--- src/rtl/collision_mover.sv ---
// collision_mover: single-step player movement controller in front of the
// collision RAM. A request computes a candidate position, bounds-checks it,
// then reads the collision map at the sprite's leading-edge points. The new
// position is committed only when every point reads zero.
//
// Optional build macro: COLLISION_MIDPOINT_EN adds a third check point at
// the midpoint of the leading edge (order: corner0, mid, corner1).
//
// Handshake: a request is accepted on a posedge where move_valid and
// move_ready are both high; move_ready is high only in IDLE, and requests
// seen while busy are dropped, never queued.
//
// Debug: state_dbg exposes the FSM state encoding for checkers.
module collision_mover #(
  parameter int MAP_W   = 320,
  parameter int MAP_H   = 240,
  parameter int SPR_W   = 16,
  parameter int SPR_H   = 16,
  parameter int STEP    = 1,
  parameter int START_X = 152,
  parameter int START_Y = 112
) (
  input  logic        Clk,
  input  logic        Reset_n,
  input  logic        move_valid,
  input  logic [1:0]  move_dir,
  output logic        move_ready,
  output logic [18:0] coll_addr,
  input  logic [3:0]  coll_data,
  output logic [8:0]  pos_x,
  output logic [7:0]  pos_y,
  output logic        busy,
  output logic        done,
  output logic        blocked,
  output logic [2:0]  state_dbg
);

`ifdef COLLISION_MIDPOINT_EN
  localparam int NPTS = 3;
`else
  localparam int NPTS = 2;
`endif
  localparam logic [1:0] LAST_IDX = 2'(NPTS - 1);

  localparam logic [1:0] DIR_UP    = 2'd0;
  localparam logic [1:0] DIR_DOWN  = 2'd1;
  localparam logic [1:0] DIR_LEFT  = 2'd2;
  localparam logic [1:0] DIR_RIGHT = 2'd3;

  typedef enum logic [2:0] {
    S_IDLE   = 3'd0,
    S_CALC   = 3'd1,
    S_RD     = 3'd2,
    S_WT     = 3'd3,
    S_CHK    = 3'd4,
    S_COMMIT = 3'd5
  } state_t;

  state_t      state;
  logic [1:0]  dir_q;
  logic [1:0]  idx;
  logic        hit;
  logic [8:0]  cx;
  logic [7:0]  cy;

  // candidate position and bounds verdict for the latched direction
  logic [10:0] ext_x;
  logic [10:0] ext_y;
  logic [8:0]  cand_x;
  logic [7:0]  cand_y;
  logic        oob;

  // current check point and its collision address
  logic [8:0]  off_w;
  logic [7:0]  off_h;
  logic [8:0]  pt_x;
  logic [7:0]  pt_y;
  logic [18:0] pt_addr;

  assign move_ready = (state == S_IDLE);
  assign busy       = (state != S_IDLE);
  assign state_dbg  = state;

  // candidate position one STEP away and out-of-map detection (widened to avoid wrap)
  always_comb begin
    ext_x  = {2'b00, pos_x};
    ext_y  = {3'b000, pos_y};
    cand_x = pos_x;
    cand_y = pos_y;
    oob    = 1'b0;
    case (dir_q)
      DIR_UP: begin
        cand_y = pos_y - 8'(STEP);
        oob    = ext_y < 11'(STEP);
      end
      DIR_DOWN: begin
        cand_y = pos_y + 8'(STEP);
        oob    = (ext_y + 11'(STEP) + 11'(SPR_H)) > 11'(MAP_H);
      end
      DIR_LEFT: begin
        cand_x = pos_x - 9'(STEP);
        oob    = ext_x < 11'(STEP);
      end
      default: begin
        cand_x = pos_x + 9'(STEP);
        oob    = (ext_x + 11'(STEP) + 11'(SPR_W)) > 11'(MAP_W);
      end
    endcase
  end

  // leading-edge point idx at the candidate position, flattened to y*MAP_W + x
  always_comb begin
    off_w = (idx == 2'd0) ? 9'd0 : (idx == LAST_IDX) ? 9'(SPR_W - 1) : 9'(SPR_W / 2);
    off_h = (idx == 2'd0) ? 8'd0 : (idx == LAST_IDX) ? 8'(SPR_H - 1) : 8'(SPR_H / 2);
    pt_x  = cx;
    pt_y  = cy;
    case (dir_q)
      DIR_UP: begin
        pt_x = cx + off_w;
        pt_y = cy;
      end
      DIR_DOWN: begin
        pt_x = cx + off_w;
        pt_y = cy + 8'(SPR_H - 1);
      end
      DIR_LEFT: begin
        pt_x = cx;
        pt_y = cy + off_h;
      end
      default: begin
        pt_x = cx + 9'(SPR_W - 1);
        pt_y = cy + off_h;
      end
    endcase
    pt_addr = (19'(pt_y) * 19'(MAP_W)) + 19'(pt_x);
  end

  // move FSM: accept, bounds check, point reads with early exit, commit
  always_ff @(posedge Clk or negedge Reset_n) begin
    if (!Reset_n) begin
      state     <= S_IDLE;
      pos_x     <= 9'(START_X);
      pos_y     <= 8'(START_Y);
      coll_addr <= '0;
      done      <= 1'b0;
      blocked   <= 1'b0;
      hit       <= 1'b0;
      idx       <= '0;
      dir_q     <= '0;
      cx        <= '0;
      cy        <= '0;
    end else begin
      done    <= 1'b0;
      blocked <= 1'b0;
      case (state)
        S_IDLE: begin
          if (move_valid) begin
            dir_q <= move_dir;
            hit   <= 1'b0;
            idx   <= '0;
            state <= S_CALC;
          end
        end
        S_CALC: begin
          cx <= cand_x;
          cy <= cand_y;
          if (oob) begin
            hit   <= 1'b1;
            state <= S_COMMIT;
          end else begin
            state <= S_RD;
          end
        end
        S_RD: begin
          coll_addr <= pt_addr;
          state     <= S_WT;
        end
        S_WT: begin
          state <= S_CHK;
        end
        S_CHK: begin
          if (coll_data != 4'd0) begin
            hit   <= 1'b1;
            state <= S_COMMIT;
          end else if (idx == LAST_IDX) begin
            state <= S_COMMIT;
          end else begin
            idx   <= idx + 2'd1;
            state <= S_RD;
          end
        end
        S_COMMIT: begin
          if (!hit) begin
            pos_x <= cx;
            pos_y <= cy;
            done  <= 1'b1;
          end else begin
            blocked <= 1'b1;
          end
          state <= S_IDLE;
        end
        default: state <= S_IDLE;
      endcase
    end
  end

endmodule
--- config.mk ---
export PLATFORM = sky130hd
export DESIGN_NAME = collision_mover
export DESIGN_NICKNAME = d
export VERILOG_FILES = /design/src/rtl/collision_mover.sv
export SDC_FILE = /design/constraint.sdc
export NUM_CORES = 1
export LEC_CHECK = 0
export ABC_AREA = 1
export CORE_ASPECT_RATIO = 0.5
export CORE_MARGIN = 3
export CORE_UTILIZATION = 40
export DETAILED_ROUTE_END_ITERATION = 10
export PLACE_DENSITY = 0.58
export SYNTH_ARGS = -nofsm -noshare
export SYNTH_HDL_FRONTEND = slang
export SYNTH_SLANG_ARGS = --single-unit
--- constraint.sdc ---
create_clock -name Clk -period 11.2 [get_ports Clk]
set_input_delay 2.8 -clock Clk [delete_from_list [all_inputs] [get_ports Clk]]
set_output_delay 2.8 -clock Clk [all_outputs]
set_load 0.01 [all_outputs]
==> impl_metrics.toml, run 1 <==
[power]
leakage_nw = 2.534
irDropWorstVdd_v = 0.0001749
p_per_area_nw_per_um2 = 372.4

[sta]
worstMarginPinSlew_ps = 1033
drv_slew = 0
rsz0062_at_grt = "no"
finalSetupTns_ps = 0
finalSetupViolCount = 0
finClkSkew_ps = 4.978
min_period_over_period = 0.4035
hold_viol_final = 0
slew_headroom = 0.3098
finalCriticalPeriod_ps = 4519
fmax_mhz = 221.3

[global_route]
grt_max_degree = 63
grt-ovfl-total = 0
antenna_found_initial = 0
grt_pass1_vias = 3735
grt_first_pass_wirelength_mm = 18.64
gr-usage-all-layers = 0.1906

[die]
core_um2 = 9916
fp.dieH_um = 79.09
die_x_um = 152.2
ios = 52
dieArea_um2 = 12030
placement_rows = 25
initial_core_util = 0.4309

[layout]
layout_commonest_cell = "nand2_1"
area_delta_synth_final_pct = 22.20
final_cell_area_um2 = 5221
layout_common_cells = "nand2_1 (148), inv_1 (72), nor2_1 (62)"
num-nets-final = 682
fill_cells = 975
drive_gt1_frac = 0.05573
num_antenna_cells = 0

[clock_tree]
cts_hold_buf = 0
cts_inserted_buffers = 9
h-tree-depth = 3
clk_latency_ps = 330
cts_post_setup_buffers_inserted = 0
clk_pin_slew_ps = 50
cts_resized = 0
cts-root-buf = "clkbuf_16"
cts_tree = "done"
clk_path_buf_depth = 2
clock-sinks = 62

[synth]
synth_top_area_share = 0.3280
syn-cell-area_um2 = 4273
yosysSeqAreaShare = 0.3649
ys.flop_type = "dfrtp_1"
syn_area_per_cell_um2 = 7.242
synth_cells = 590
yosysTopAreaCell = "dfrtp_1"
syn-num-nets = 631
yosys_warnings = 0
synth_area_leaders = "dfrtp_1 (33%), nand2_1 (13%), ha_1 (8.2%)"
netlist-cell-type-count = 36
synth-seq-cells = 62
async_flop_share = 1.000
synth-edff-count = 0

[detailed_routing]
dr.pass1.iters = 5
vias_per_cell = 4.907
wl_mm = 10.77
wl_per_cell_um = 13.79
drc_errors = 0
drt_iter0_markers = 258
vias = 3832
route.antenna.remaining_nets = 0

[placed_design]
gp_congestion = 0.8945
portBuffers = 50
postPlaceCellArea_um2 = 4905
dp_hpwl_mm = 8.087

[worst_setup_path]
cp_num_buf_inv = 2
cpPeakStageDelay_ps = 580
path_class = "flop to primary output"
cp-end-kind = "primary output"
ff2ff_setup_slack_ps = 6930
crit_required_ps = 8400
cp_max_fo = 5
path_delay_family = "buffers and inverters"
crit_arrival_ps = 1720
cp-start-kind = "flop"
worstPathCellList = "nor2_1, inv_1, nor2_1, clkdlybuf4s50_1"
path_common_cell = "nor2_1"
slowest_stage = "clkdlybuf4s50_1"

[worst_hold_path]
min_path_type = "flop to flop"

[job]
drv_cap = 0

[run_status]
outcome = "finished, final reports clean"
-- worst min-delay path, cell delays in order (launching register included) --
cell and delay, ps:
dfrtp_1 340, nand2_1 50, nand2_1 50
-- cell type report --
cell class	instances	area (µm²)	area share
clock inverters	4	70.07	0.01342
clock buffers	12	246.5	0.04721
flip-flops and latches	62	1559	0.2986
multi-input cells	437	2366	0.4532
inverters	78	292.8	0.05607
well taps	135	168.9	0.03235
repair buffers	53	518.0	0.09921
-- cell families (layout without fill, tap and decap cells) --
family,count (synthesis),after routing,synth area share
other cells,1,1,0.0008776
simple gates,270,270,0.2641
fa+ha+maj,32,32,0.1007
buf+inv,91,147,0.08199
flops,62,62,0.3649
compound gates,108,108,0.1341
xor+xnor,26,26,0.05329
-- report_power, final --
part | internal (mW) | total, mW | switching (mW)
Sequential | 0.326 | 0.441 | 0.115
Clock | 0.200 | 0.298 | 0.0984
Combinational | 0.486 | 1.21 | 0.720
-- metrics by stage --
step / total power, mW / worst slack, ps / hold slack, ps / std cells / utilization
6_report: 1.945 / 6681 / 476.8 / 781 / 0.5266
4_1_cts: 1.961 / 6667 / 476.1 / 781 / 0.5266
5_1_grt: 2.177 / 6489 / 513.7 / 781 / 0.5266
3_5_place_dp: 1.639 / 6999 / 462.9 / 765 / 0.4946
3_3_place_gp: 1.639 / 7023 / 463.4 / 765 / 0.4946
2_1_floorplan: 1.280 / 7428 / 441.9 / 590 / -
-- registers in the layout, summed over array words and instances (netlist names), 2 cells and up --
name / count
state_dbg: 3
cy: 8
pos_x: 9
coll_addr: 18
idx: 2
dir_q: 2
pos_y: 8
cx: 9
-- path summary, 6_finish.rpt --
check | depth (start not counted) | start | end
worst max register to register | 19 | dir_q[1] | coll_addr[15]
worst min-delay path | 2 | coll_addr[11] | coll_addr[11]
min in group asynchronous | 2 | Reset_n | cy[2]
worst min register to register | 2 | coll_addr[11] | coll_addr[11]
max in group asynchronous | 2 | Reset_n | coll_addr[12]
worst max-delay path | 4 | state_dbg[1] | move_ready
-- metal layers --
metal	track usage	wire [µm]	vias to the layer above
met5	0	0	-
li1	-	-	2014
met2	0.2681	3982	84
met4	0.03408	77	0
met3	0.04464	570	9
met1	0.2967	6142	1725
-- synthesized netlist by cell type, types with 5 or more instances --
cell type,instances
xor2_1,22
a21oi_1,27
nand4_1,10
inv_1,72
nor2_1,63
nand3_1,35
nand2_1,148
dfrtp_1,56
inv_2,6
o21ai_1,5
dfstp_2,6
clkbuf_1,10
ha_1,28
o21ai_0,60
No activity file was read; power rests on OpenSTA's default activity.
==> run 2, diff against run 1 <==
--- a/config.mk
+++ b/config.mk
@@ -10,7 +10,7 @@
 export CORE_MARGIN = 3
 export CORE_UTILIZATION = 40
 export DETAILED_ROUTE_END_ITERATION = 10
-export PLACE_DENSITY = 0.58
+export PLACE_DENSITY = 0.6
 export SYNTH_ARGS = -nofsm -noshare
 export SYNTH_HDL_FRONTEND = slang
 export SYNTH_SLANG_ARGS = --single-unit
==> constraint.sdc (replaced) <==
create_clock -name Clk -period 4 [get_ports Clk]
set_input_delay 1 -clock Clk [delete_from_list [all_inputs] [get_ports Clk]]
set_output_delay 1 -clock Clk [all_outputs]
set_load 0.01 [all_outputs]
==> run 2 against run 1 <==
Via count up 2.3%. Clock skew up 2.1 ps. Worst hold slack better by 0.91 ps. Routed wire length shrank 0.39%. Final area increased by 2.5%. Register-to-register slack worse by 6600 ps. Die area is the same. Sequential cell count did not move. First-iteration DRC count fell by 14%. Non-clock buffer count rose by 12. Global-route usage shrank 0.68 points. Utilization is 1.3 points higher.
==> impl_metrics.toml, run 2 (same netlist as run 1, synthesis figures left out) <==
[worst_setup_path]
slowest_stage = "dfrtp_2"
crit_required_ps = 4200
cp-start-kind = "flop"
path_class = "flop to flop"
worstPathCellList = "ha_4, inv_2, nand2_4, ha_2, fa_2, a21oi_2, o21ai_2, nand2_1, nor2_2, nand2_2, xor2_1, ha_2, inv_1, fa_1, nor2_1, nor2_1, nor2_1, nand2_1, nor2_1, nand3_1, nor2_2, xor2_1, o21ai_1"
cp_max_fo = 4
path_common_cell = "nor2_1"
ff2ff_setup_slack_ps = 290
cpPeakStageDelay_ps = 430
crit_arrival_ps = 3910
cp-end-kind = "flop"

[clock_tree]
cts_hold_buf = 0
cts_tree = "done"
clock-sinks = 62
clk_pin_slew_ps = 50
clk_latency_ps = 330
h-tree-depth = 3
clk_path_buf_depth = 2
cts-root-buf = "clkbuf_16"
cts_inserted_buffers = 9

[detailed_routing]
wl_per_cell_um = 13.57
vias_per_cell = 4.957
vias = 3921
drc_errors = 0
dr.pass1.iters = 4
drt_iter0_markers = 223
route.antenna.remaining_nets = 0
wl_mm = 10.73

[sta]
hold_viol_final = 0
slew_headroom = 0.3410
finalSetupViolCount = 0
fmax_mhz = 269.8
finalCriticalPeriod_ps = 3707
worstMarginPinSlew_ps = 986.1
min_period_over_period = 0.9268
finClkSkew_ps = 7.077
drv_slew = 0

[global_route]
grt-ovfl-total = 0
gr-usage-all-layers = 0.1838
antenna_found_initial = 0
grt_first_pass_wirelength_mm = 17.77
grt_max_degree = 31
grt_pass1_vias = 3580

[layout]
largest_register_ffs = 18
layout_common_cells = "nand2_1 (145), inv_1 (70), o21ai_0 (57)"
num_antenna_cells = 0
area_delta_synth_final_pct = 25.27
largest-register = "coll_addr"
layout_commonest_cell = "nand2_1"
fin_util = 0.5398
top_regs = "coll_addr x18, cx x9, pos_x x9"
num-nets-final = 694
drive_gt1_frac = 0.1143

[placed_design]
portBuffers = 50
gp_congestion = 0.8684
dp_hpwl_mm = 8.185

[die]
ios = 52
fp.dieH_um = 79.09
dieArea_um2 = 12030
die_x_um = 152.2
initial_core_util = 0.4309
placement_rows = 25
core_um2 = 9916

[run_status]
outcome = "finished, final reports clean"

[job]
drv_cap = 0

[worst_hold_path]
min_path_type = "flop to flop"
-- run 2: worst paths after layout --
kind | from | endpoint | cells after the start
min in group asynchronous | Reset_n | pos_y[3] | 1
setup / recovery | idx[0] | coll_addr[14] | 23
max in group asynchronous | Reset_n | pos_x[7] | 2
hold reg to reg | idx[1] | idx[1] | 2
setup reg to reg | idx[0] | coll_addr[14] | 23
hold / removal | idx[1] | idx[1] | 2
-- run 2: metal layers --
metal  vias up  wire, µm  global-route usage
met5         -         0                   0
met4         0        59             0.03498
met3         6       538             0.04518
met2        93      4211              0.2619
met1      1774      5920              0.2813
li1       2048         -                   -
-- run 2: through the flow --
stage                     setup WS [ps]  TNS, ps  instance area (µm²)  hold slack (ps)  cells
final                             292.9        0                 5353            477.7    791
after global routing             -10.69   -17.24                 5353            498.6    791
after CTS                         16.68        0                 5231            480.5    788
after detailed placement          22.40        0                 4972            459.0    774
after global placement            94.16        0                 4972            457.8    774
after floorplan                   335.8        0                 4273            441.9    590
-- run 2: what timing repair did --
| item | in CTS | in global routing |
|---|---|---|
| endpoints found under the hold margin | 0 | 0 |
| setup buffers | 0 | 3 |
| endpoints found under the setup margin | 1 | 5 |
| pin swaps | 0 | 8 |
| resized for setup | 1 | 34 |
-- run 2: critical path, delay by kind of cell, from the launching register on --
kind / cells / cell delay (ps)
fa+ha+maj: 5 / 1330
simple gates: 11 / 1050
flops: 1 / 430
compound gates: 3 / 330
xor+xnor: 2 / 320
buf+inv: 2 / 140
-- run 2: layout make-up --
cell class	instances	area [µm²]
Fill cell	955	4563
Inverter	78	292.8
Clock buffer	12	246.5
Sequential cell	62	1562
Clock inverter	2	10.01
Tap cell	135	168.9
Multi-Input combinational cell	437	2461
Timing Repair Buffer	65	611.8
Power of run 2 is not shown: default switching activity piles up to over one toggle a cycle in this logic, so the estimate is an artifact.
==> run 3, diff against run 2 <==
--- a/config.mk
+++ b/config.mk
@@ -6,6 +6,7 @@
 export NUM_CORES = 1
 export LEC_CHECK = 0
 export ABC_AREA = 1
+export CAP_MARGIN = 25
 export CORE_ASPECT_RATIO = 0.5
 export CORE_MARGIN = 3
 export CORE_UTILIZATION = 40
==> results of run 3 <==
The final DEF is identical to that of run 2; final timing and power are the same.
Power of run 3 is left out for the same reason.
